## config.mk

```make
export PLATFORM = sky130hd
export DESIGN_NAME = ea_inscan
export DESIGN_NICKNAME = d
export VERILOG_FILES = /design/src/rtl/ea_inscan_pkg.sv /design/src/rtl/ea_inscan_filt.sv /design/src/rtl/ea_inscan.sv
export SDC_FILE = /design/constraint.sdc
export NUM_CORES = 1
export LEC_CHECK = 0
export CORE_UTILIZATION = 53
export CTS_BUF_LIST = sky130_fd_sc_hd__clkbuf_8
export CTS_CLUSTER_SIZE = 10
export DETAILED_ROUTE_END_ITERATION = 12
export GPL_TIMING_DRIVEN = 1
export PLACE_DENSITY = 0.9
export SLEW_MARGIN = 20
export SYNTH_ARGS = -nofsm -noshare
export SYNTH_HDL_FRONTEND = slang
export SYNTH_SLANG_ARGS = --single-unit
```

## constraint.sdc

```tcl
create_clock -name I_CLK_32M -period 2.1 [get_ports I_CLK_32M]
set_clock_uncertainty 0.2 [all_clocks]
set_input_delay 0.525 -clock I_CLK_32M [delete_from_list [all_inputs] [get_ports I_CLK_32M]]
set_output_delay 0.525 -clock I_CLK_32M [all_outputs]
set_load 0.05 [all_outputs]
```

## src/rtl/ea_inscan_pkg.sv

```systemverilog
// Shared definitions for the EA4163 input-channel scanner.
//   state_t        : scan sequencer states
//   NCH_BANK/NBANK : channels per multiplexer bank and number of banks
//   NCH            : total input channels
//   SETTLE_CYC_DEF : default settle time in clocks
package ea_pkg;

  localparam int NCH_BANK       = 8;
  localparam int NBANK          = 3;
  localparam int NCH            = NCH_BANK * NBANK;
  localparam int SETTLE_CYC_DEF = 16;

  typedef enum logic [2:0] {
    IDLE   = 3'd0,
    ADDR   = 3'd1,
    SETTLE = 3'd2,
    SAMPLE = 3'd3,
    DONE   = 3'd4
  } state_t;

endpackage

```

## src/rtl/ea_inscan_filt.sv

```systemverilog
// Input image filter for the scanner.
// Collects one frame of samples into a shadow register, then on commit
// applies a two-frame debounce and the channel pass mask, and maintains
// the sticky change flags.
//   clk, rst_n : clock, asynchronous active-low reset
//   sample     : capture bank_in into shadow at channel ch this cycle
//   commit     : frame complete; update prev, in_data and chg
//   ch         : channel index within a bank
//   bank_in    : multiplexer outputs, bit b = bank b
//   blck       : pass mask, 1 = channel used
//   chg_clr    : write-1-to-clear strobes for chg
//   in_data    : debounced, masked input image
//   chg        : sticky change flags
module ea_inscan_filt
  import ea_pkg::*;
(
  input  logic                clk,
  input  logic                rst_n,
  input  logic                sample,
  input  logic                commit,
  input  logic [2:0]          ch,
  input  logic [NBANK-1:0]    bank_in,
  input  logic [NCH-1:0]      blck,
  input  logic [NCH-1:0]      chg_clr,
  output logic [NCH-1:0]      in_data,
  output logic [NCH-1:0]      chg
);

  logic [NCH-1:0] shadow;
  logic [NCH-1:0] shadow_nxt;
  logic [NCH-1:0] prev;
  logic [NCH-1:0] diff;
  logic [NCH-1:0] new_data;
  logic [NCH-1:0] chg_set;

  // Each bank writes its bit at the same channel offset in parallel.
  always_comb begin
    shadow_nxt = shadow;
    for (int b = 0; b < NBANK; b++) begin
      for (int i = 0; i < NCH_BANK; i++) begin
        if (sample && (ch == 3'(i))) begin
          shadow_nxt[b*NCH_BANK + i] = bank_in[b];
        end
      end
    end
  end

  // A bit is accepted only when two consecutive frames agree; otherwise
  // the previously accepted value is kept. Blocked channels read as 0.
  assign diff     = shadow ^ prev;
  assign new_data = blck & ((shadow & ~diff) | (in_data & diff));
  assign chg_set  = {NCH{commit}} & blck & (new_data ^ in_data);

  always_ff @(posedge clk or negedge rst_n) begin
    if (!rst_n) begin
      shadow  <= '0;
      prev    <= '0;
      in_data <= '0;
      chg     <= '0;
    end else begin
      shadow <= shadow_nxt;
      if (commit) begin
        prev    <= shadow;
        in_data <= new_data;
      end
      // Set has priority over a coincident clear.
      chg <= (chg & ~chg_clr) | chg_set;
    end
  end

endmodule

```

## src/rtl/ea_inscan.sv

```systemverilog
// Scan sequencer for EA4163 input channels 1-24.
// Steps the shared mux address over 0..7, enables all three banks with
// break-before-make and a settle time, samples the three bank outputs in
// parallel and commits a debounced 24-bit image once per frame.
// Handshake: O_IN_VALID is a single-cycle pulse coincident with the first
// cycle in which O_IN_DATA, O_CHG and O_FRAME_CNT show the new frame; there
// is no back-pressure.
//   I_CLK_32M, I_VME_SYSRESET_N : clock, asynchronous active-low reset
//   I_SCAN_EN, I_BLCKIN, I_IRQ_EN, I_CHG_CLR : register-file controls
//   I_M_*_IN    : bank multiplexer outputs
//   O_MUX_A, O_MUX_*_EN : multiplexer address and bank enables
//   O_IN_DATA, O_CHG, O_IN_VALID, O_IRQ, O_BUSY, O_FRAME_CNT : status
//   dbg_state   : current sequencer state
module ea_inscan
  import ea_pkg::*;
#(
  parameter int SETTLE_CYC = SETTLE_CYC_DEF,
  parameter int FW         = 8
) (
  input  logic            I_CLK_32M,
  input  logic            I_VME_SYSRESET_N,
  input  logic            I_SCAN_EN,
  input  logic [NCH-1:0]  I_BLCKIN,
  input  logic            I_IRQ_EN,
  input  logic [NCH-1:0]  I_CHG_CLR,
  input  logic            I_M_1_8_IN,
  input  logic            I_M_9_16_IN,
  input  logic            I_M_17_24_IN,
  output logic [2:0]      O_MUX_A,
  output logic            O_MUX_1_8_EN,
  output logic            O_MUX_9_16_EN,
  output logic            O_MUX_17_24_EN,
  output logic [NCH-1:0]  O_IN_DATA,
  output logic [NCH-1:0]  O_CHG,
  output logic            O_IN_VALID,
  output logic            O_IRQ,
  output logic            O_BUSY,
  output logic [FW-1:0]   O_FRAME_CNT,
  output state_t          dbg_state
);

  state_t     state, state_nxt;
  logic [2:0] ch, ch_nxt;
  logic [7:0] cnt, cnt_nxt;
  logic       sample;
  logic       commit;
  logic       bank_en;

  always_ff @(posedge I_CLK_32M or negedge I_VME_SYSRESET_N) begin
    if (!I_VME_SYSRESET_N) begin
      state       <= IDLE;
      ch          <= '0;
      cnt         <= '0;
      O_IN_VALID  <= 1'b0;
      O_IRQ       <= 1'b0;
      O_FRAME_CNT <= '0;
    end else begin
      state       <= state_nxt;
      ch          <= ch_nxt;
      cnt         <= cnt_nxt;
      O_IN_VALID  <= commit;
      O_IRQ       <= I_IRQ_EN & (|(O_CHG & I_BLCKIN));
      if (commit) begin
        O_FRAME_CNT <= O_FRAME_CNT + 1'b1;
      end
    end
  end

  // ch returns to 0 whenever the sequencer leaves a frame, so it can drive
  // the address directly: 0 in IDLE and already stable during ADDR while
  // the enables are off.
  always_comb begin
    state_nxt = state;
    ch_nxt    = ch;
    cnt_nxt   = cnt;
    sample    = 1'b0;
    commit    = 1'b0;
    case (state)
      IDLE: begin
        if (I_SCAN_EN) begin
          state_nxt = ADDR;
          ch_nxt    = '0;
        end
      end
      ADDR: begin
        state_nxt = SETTLE;
        cnt_nxt   = 8'(SETTLE_CYC - 1);
      end
      SETTLE: begin
        if (cnt == 8'd0) begin
          state_nxt = SAMPLE;
        end else begin
          cnt_nxt = cnt - 8'd1;
        end
      end
      SAMPLE: begin
        sample = 1'b1;
        if (!I_SCAN_EN) begin
          state_nxt = IDLE;
          ch_nxt    = '0;
        end else if (ch == 3'd7) begin
          state_nxt = DONE;
        end else begin
          state_nxt = ADDR;
          ch_nxt    = ch + 3'd1;
        end
      end
      DONE: begin
        commit    = 1'b1;
        ch_nxt    = '0;
        state_nxt = I_SCAN_EN ? ADDR : IDLE;
      end
      default: begin
        state_nxt = IDLE;
        ch_nxt    = '0;
      end
    endcase
  end

  assign bank_en        = (state == SETTLE) || (state == SAMPLE);
  assign O_MUX_1_8_EN   = bank_en;
  assign O_MUX_9_16_EN  = bank_en;
  assign O_MUX_17_24_EN = bank_en;
  assign O_MUX_A        = ch;
  assign O_BUSY         = (state != IDLE);
  assign dbg_state      = state;

  ea_inscan_filt u_filt (
    .clk     (I_CLK_32M),
    .rst_n   (I_VME_SYSRESET_N),
    .sample  (sample),
    .commit  (commit),
    .ch      (ch),
    .bank_in ({I_M_17_24_IN, I_M_9_16_IN, I_M_1_8_IN}),
    .blck    (I_BLCKIN),
    .chg_clr (I_CHG_CLR),
    .in_data (O_IN_DATA),
    .chg     (O_CHG)
  );

endmodule

```

==> Yosys cells after proc, flatten, opt, wreduce, memory -nomap -nowiden <==
Index checks and enable logic that the tools add are counted.
{ "word_totals": {"out_inout_bits": 68, "reg_bits": 120, "in_bits": 55, "wordCells": 83} }
{ "op_classes": {"mux": 14, "addsub": 3, "eq_ne": 15, "bitwise_logic": 15, "n_reduce_logical": 19} }
{ "ops": {"columns": ["cell", "count"], "rows": [
  ["bitwise AND 24 bit", 7],
  ["NOT 24 bit", 2],
  ["bitwise OR 24 bit", 2],
  ["bitwise XOR 24 bit", 2],
  ["OR reduction 24 bit", 1],
  ["2-to-1 mux 3 bit", 7],
  ["one-hot mux 8 bit (2 select lines)", 1],
  ["== test 3 bit (second input constant)", 5],
  ["one-hot mux 3 bit (5 select lines)", 1],
  ["== test 3 x 2 -> 1 bit (second input constant)", 4],
  ["one-hot mux 3 bit (3 select lines)", 1],
  ["adder 8 x 1 -> 8 bit (second input constant)", 1],
  ["logical AND 1 bit", 8],
  ["logical NOT 8 bit", 1],
  ["2-to-1 mux 8 bit", 1],
  ["subtractor 8 x 1 -> 8 bit (second input constant)", 1],
  ["== test 3 x 1 -> 1 bit (second input constant)", 2],
  ["logical NOT 3 bit", 2],
  ["!= test 2 bit (second input constant)", 3],
  ["AND reduction 2 bit", 2],
  ["adder 3 x 1 -> 3 bit (second input constant)", 1],
  ["2-to-1 mux 1 bit", 3],
  ["!= test 3 bit (second input constant)", 1],
  ["AND reduction 3 bit", 1],
  ["other kinds (6)", 6]
]} }

==> Longest topological paths before layout <==
Gate-level depths: netlist of the first run.
{ "depth": {"depth_word": 8, "mapped_depth": 7, "mapped_depth_nobuf": 6} }

==> Cells and area by module <==
A second synthesis of the first run with hierarchy kept.
{ "hier_totals": {"hier_cells": 505, "hier_area_um2": 5803.1} }
{ "modules_own_cells": {"columns": ["mod", "seq_area_each_um2", "cells_each", "n_inst", "area_each_um2"], "rows": [
  ["ea_inscan_filt", 2402.3, 381, 1, 4476.8],
  ["ea_inscan", 600.6, 124, 1, 1326.3]
]} }

==> Worst setup path after synthesis of the first run <==
No wires, ideal clock.
{ "synth_path": {"kind": "register -> output", "startpoint": "register state[2], in the netlist dbg_state[2]", "endpoint": "output port O_MUX_1_8_EN", "stages_incl_launch_ff": 5, "required_time_ps": 1375, "path_slack_ps": -389, "n_path_buf": 2, "arrival_ps": 1764, "path_cell_list": "dfrtp_1 -> clkbuf_1 -> or2b_1 -> inv_1 -> buf_4"} }
{ "synth_via": {"elab_chain_cells": 2, "elab_cells_between_ends": 3} }
{ "synth_rtl": {"columns": ["element", "line_no", "rtl"], "rows": [
  ["start, declared", "ea_inscan.sv:42", "state_t state, state_nxt;"],
  ["start signal, assigned", "ea_inscan.sv:58", "state <= state_nxt;"],
  ["== test 3 x 2 -> 1 bit", "ea_inscan.sv:120", "assign bank_en = (state == SETTLE) || (state == SAMPLE);"],
  ["logical OR 1 bit *", "ea_inscan.sv:120", null],
  ["end, declared", "ea_inscan.sv:30", "output logic O_MUX_1_8_EN,"]
]} }
Every way passes the cells marked *; elsewhere a longest branch is shown, timed or not.

==> Worst setup path after layout of the first run <==
{ "layout_path": {"startpoint": "register state[0], in the netlist dbg_state[0]", "endpoint": "output port O_BUSY"} }
{ "layout_via": {"elab_chain_cells": 1} }
{ "layout_rtl": {"columns": ["element", "line_no", "rtl"], "rows": [
  ["nonzero test 3 bit", "ea_inscan.sv:125", "assign O_BUSY = (state != IDLE);"],
  ["end, declared", "ea_inscan.sv:37", "output logic O_BUSY,"]
]} }
No other way between the ends.

==> impl_metrics.ini, run 1 <==
[hold_path]
worstHoldStart = O_FRAME_CNT[6]
hold_path.class = flip-flop to flip-flop
worstHoldEndpoint = O_FRAME_CNT[6]
min_path_cells = 1

[sta]
finalSetupViolations = 4
layout_setup_ws_ns = -0.121
fin_setup_tns_ns = -0.386
clock.fmax_mhz = 450
grt_setup_unrepaired = yes
relSlewSlack = 0.657
period_share = 1.06
period_minus_slack_ns = 2.22
hold_violations = 0
worstMarginPinSlew_ns = 0.507
finalMaxSlewViolations = 0

[flow_run]
drv_cap = 0

[die]
die_area_um2 = 11300
die_x_um = 106
fp.coreArea_um2 = 10500
ios = 123
start_util = 0.552
dieHeight_um = 106
row_count = 37

[setup_path]
r2r_slack_ns = 0.03
worst_r2r_path_depth = 6
arrival_ns = 1.50
critPathLaunchType = flip-flop
cp.required_ns = 1.37
path_class = flip-flop to primary output
r2r_start = dbg_state[1]
r2r_end = cnt[6]
crit_fanout = 2
critPathCaptureType = primary output

[outcome]
violations = negative setup slack
status = complete, but fails checks

[route]
drt_pass1_iterations = 5
wire_per_inst_um = 17.6
antenna_left = 0
viasPerCell = 5.76
route.detailed.drc = 0
routed_wl_um = 16600
drt_iter0_drc = 356
vias = 5417

[placed_design]
hpwl_um = 10900
pre_cts_slack_ns = -0.000708
gp_congestion = 0.810
portBuffers = 122

[power_and_ir_drop]
leakage_uw = 0.00366
total_power_uw = 7210
irDropWorstVdd_mv = 0.966
power.density_nw_per_um2 = 934

[global_routing]
antenna_found_initial = 0
gr-total-overflow = 0
grt_start_max_net_pins = 44
grt_pass1_wl_um = 26400
track_usage = 0.303
grt_pass1_vias = 5525

[logic_synthesis]
yosysSeqAreaShare = 0.520
postSynthNetCount = 710
async_flop_share = 1.00
synth_top_flop_cell = dfrtp_1
ys_types = 50
netlist_instances = 646
synth_area_per_cell_um2 = 8.93
ys_ff_latch = 120
synth_warnings = 0
netlist_area_um2 = 5770
synth_edf_count = 0

[finish]
final_cell_mix = nand2_1, dfrtp_1, buf_4, nor2_1, clkdlybuf4s50_1
layout_commonest_cell = nand2_1
drive_gt1_frac = 0.205
syn_to_final_growth_pct = 33.8
num-fill-cells = 734
insertedDiodeCount = 0
final_nets = 855

[cts]
clock_sinks = 120
ctsHtreeMaxLevel = 4
cts_tree = yes
insertion_delay_ns = 0.43
numCtsBuffers = 17
cts_root_buffer = clkbuf_8
max-clock-path-buffers = 2
path_clk_slew_ns = 0.08
## sequential cells by signal, summed over array words and instances (netlist names), 3 cells and up
name and count:
O_FRAME_CNT 8, O_MUX_A 3, cnt 8, dbg_state 3, u_filt.chg 24, u_filt.in_data 24
u_filt.prev 24, u_filt.shadow 24
## logic make-up after synthesis
kind of cell               share of synthesized area
and+or+nand+nor                                0.199
AOI/OAI and AO/OA                              0.164
DFF                                            0.520
buffers and inverters                         0.0386
muxes                                         0.0488
adders and majority gates                     0.0195
xor gates and xnor gates                      0.0106
## timing repair
item	CTS	global route
pin swaps	0	3
hold buffers	1	0
hold endpoints to repair	22	0
endpoints found under the setup margin	5	11
resized for setup	8	10
buffers inserted	7	2
## per-layer routing
layer	vias up	share of wire	GRT usage
met2	236	0.52	0.523
met5	-	0	0
met4	0	0.038	0.162
met3	53	0.068	0.0766
li1	2483	-	-
met1	2645	0.38	0.345
## area by class of cell
class / instances / area (um^2) / area share
inverter: 33 / 128 / 0.0165
tap: 136 / 170 / 0.0220
multi-input combinational: 474 / 2590 / 0.335
clock buffer: 19 / 262 / 0.0339
clock inverter: 13 / 194 / 0.0251
sequential: 120 / 3010 / 0.389
timing repair buffer: 145 / 1380 / 0.178
## through the flow
stage | std cells | hold slack [ns] | instance area, um^2 | utilization
after CTS | 939 | 0.331 | 7680 | 0.735
after floorplan | 646 | 0.0294 | 5800 | -
final | 940 | 0.329 | 7720 | 0.738
after global placement | 900 | 0.267 | 7150 | 0.683
after global routing | 940 | 0.347 | 7720 | 0.738
after detailed placement | 900 | 0.276 | 7150 | 0.683
## critical path, cell delays in order, from the launching register on
cell	delay (ns)
dfrtp_2	0.43
buf_6	0.12
or3_4	0.36
buf_6	0.16
## report_power, final
| group | leakage [uW] | internal [uW] | switching [uW] |
|---|---|---|---|
| clock | 0.000215 | 1370 | 992 |
| combinational | 0.00197 | 966 | 1030 |
| sequential | 0.00147 | 2520 | 334 |
## cell usage after synthesis, drive strengths merged (2+ instances only)
| cell | number | area share |
|---|---|---|
| nand2 | 185 | 0.12 |
| dfrtp | 120 | 0.52 |
| nor2 | 59 | 0.038 |
| a21oi | 52 | 0.045 |
| inv | 33 | 0.021 |
| o21ai | 26 | 0.023 |
| a21o | 25 | 0.033 |
| mux2 | 25 | 0.049 |
| o22ai | 24 | 0.026 |
| buf | 14 | 0.014 |
| a22oi | 12 | 0.016 |
| ha | 9 | 0.020 |
| nand3 | 7 | 0.0061 |
| clkbuf | 5 | 0.0033 |
| xnor2 | 5 | 0.0076 |
| nand4 | 4 | 0.0043 |
| nor3 | 4 | 0.0035 |
| a31oi | 3 | 0.0033 |
| nor4b | 3 | 0.0046 |
| or3 | 3 | 0.0033 |
| or3b | 3 | 0.0050 |
| nor3b | 2 | 0.0026 |
| o21a | 2 | 0.0026 |
| o311ai | 2 | 0.0030 |
| or4b | 2 | 0.0035 |
| xor2 | 2 | 0.0030 |
## how the worst max path moves through the flow
| stage | from | to | cells past startpoint |
|---|---|---|---|
| 2_1_floorplan | dbg_state[2] | O_MUX_1_8_EN | 4 |
| 3_3_place_gp | I_BLCKIN[22] | O_IRQ | 4 |
| 3_5_place_dp | I_BLCKIN[21] | O_IRQ | 4 |
| 4_1_cts | dbg_state[0] | O_BUSY | 3 |
| 5_1_grt | dbg_state[0] | O_BUSY | 3 |
| 6_report | dbg_state[0] | O_BUSY | 3 |
Power figures use the tool's default switching activity.
==> run 2: changes to the inputs <==
==> constraint.sdc (replaced) <==
create_clock -name I_CLK_32M -period 2.4 [get_ports I_CLK_32M]
set_clock_uncertainty 0.2 [all_clocks]
set_input_delay 0.6 -clock I_CLK_32M [delete_from_list [all_inputs] [get_ports I_CLK_32M]]
set_output_delay 0.6 -clock I_CLK_32M [all_outputs]
set_load 0.05 [all_outputs]
==> impl_metrics.ini, run 2 (synthesis results as in run 1) <==
[global_routing]
gr-total-overflow = 0
grt_pass1_vias = 5475
antenna_found_initial = 0
grt_start_max_net_pins = 121
grt_pass1_wl_um = 25500
track_usage = 0.289

[route]
route.detailed.drc = 0
drt_pass1_iterations = 5
drt_iter0_drc = 412
wire_per_inst_um = 16.6
antenna_left = 0
vias = 5375
routed_wl_um = 15400
viasPerCell = 5.78

[die]
dieHeight_um = 106
ios = 123
start_util = 0.552
fp.coreArea_um2 = 10500
die_x_um = 106
row_count = 37
die_area_um2 = 11300

[finish]
num-fill-cells = 739
drive_gt1_frac = 0.131
final_nets = 845
finalNonFillerCells = 930
layout_commonest_cell = nand2_1
final_cell_mix = nand2_1, dfrtp_1, nor2_1, clkdlybuf4s50_1, a21oi_1
fin_area_um2 = 7580
insertedDiodeCount = 0
seqCellArea_um2 = 3010
multi_input_area_um2 = 2550
syn_to_final_growth_pct = 31.3

[cts]
insertion_delay_ns = 0.43
numCtsBuffers = 17
ctsHtreeMaxLevel = 4
cts_tree = yes
hold_buffers = 0
clock_sinks = 120
max-clock-path-buffers = 2
cts_root_buffer = clkbuf_8
path_clk_slew_ns = 0.08

[power_and_ir_drop]
leakage_uw = 0.00366
power.density_nw_per_um2 = 797
irDropWorstVdd_mv = 0.932

[sta]
period_minus_slack_ns = 2.35
worstMarginPinSlew_ns = 0.655
clock.fmax_mhz = 425
finalSetupViolations = 0
finalMaxSlewViolations = 0
hold_violations = 0
hold_ws_ns = 0.0219
relSlewSlack = 0.563
period_share = 0.981

[setup_path]
arrival_ns = 1.55
cp_top_family = flip-flops
crit_path_max_incr_delay_ns = 0.49
crit_fanout = 10
crit_chain = or2b_4 -> clkinvlp_4 -> buf_12
crit_slowest_cell = dfrtp_2
r2r_slack_ns = 0.15
critPathCaptureType = primary output
worst-path-buf-inv = 2
path_class = flip-flop to primary output
critPathLaunchType = flip-flop
cp.required_ns = 1.60

[flow_run]
drv_cap = 0

[placed_design]
hpwl_um = 10600
portBuffers = 122
place_area_um2 = 7130
gp_congestion = 0.854
dp_cells = 892

[hold_path]
hold_path.class = primary input to asynchronous set/reset pin

[outcome]
status = complete, no violations
[run 2: final cells by class]
| cell class | instances | area share |
|---|---|---|
| clock buffer | 17 | 0.0309 |
| timing repair buffer | 135 | 0.169 |
| inverter | 33 | 0.0168 |
| tap | 136 | 0.0225 |
| clock inverter | 15 | 0.0277 |
| sequential | 120 | 0.397 |
| multi-input combinational | 474 | 0.337 |
[run 2: where the power goes]
part	switching (uW)	total [uW]	internal, uW
combinational	806	1500	694
sequential	276	2480	2200
clock	835	2060	1220
total	1920	6040	4120
[run 2: worst reg2reg max path: cells and delay by family (launching register included)]
family | cells | cell delay [ns]
and+or+nand+nor | 1 | 0.58
buffers and inverters | 3 | 0.54
DFF | 1 | 0.49
AOI/OAI and AO/OA | 2 | 0.34
[run 2: stage by stage]
step | setup TNS, ns | total power, uW | setup WS, ns | util
finish | 0 | 6040 | 0.0463 | 0.724
global route | -0.00370 | 6290 | -0.00135 | 0.724
CTS | 0 | 5990 | 0.00386 | 0.720
detailed placement | 0 | 3940 | 0.211 | 0.682
global placement | 0 | 3860 | 0.243 | 0.682
floorplan | 0 | 3410 | 0.0162 | -
[run 2: worst paths after layout]
path	start	cells after the start	to
min in group I_CLK_32M	O_FRAME_CNT[7]	1	O_FRAME_CNT[7]
min	I_VME_SYSRESET_N	2	u_filt.in_data[10]
max reg2reg	dbg_state[1]	6	u_filt.in_data[21]
max	dbg_state[1]	3	O_MUX_1_8_EN
min reg2reg	O_FRAME_CNT[7]	1	O_FRAME_CNT[7]
max in group asynchronous	I_VME_SYSRESET_N	2	dbg_state[1]
[run 2: repair_timing]
item,4_1_cts,5_1_grt
resized for setup,44,1
buffers inserted,0,6
setup endpoints to repair,45,4
[run 2: routing by layer]
metal	track usage	vias up	wire length (um)
li1	-	2482	-
met1	0.336	2654	5960
met5	0	-	0
met2	0.503	196	8080
met3	0.0662	43	903
met4	0.137	0	500
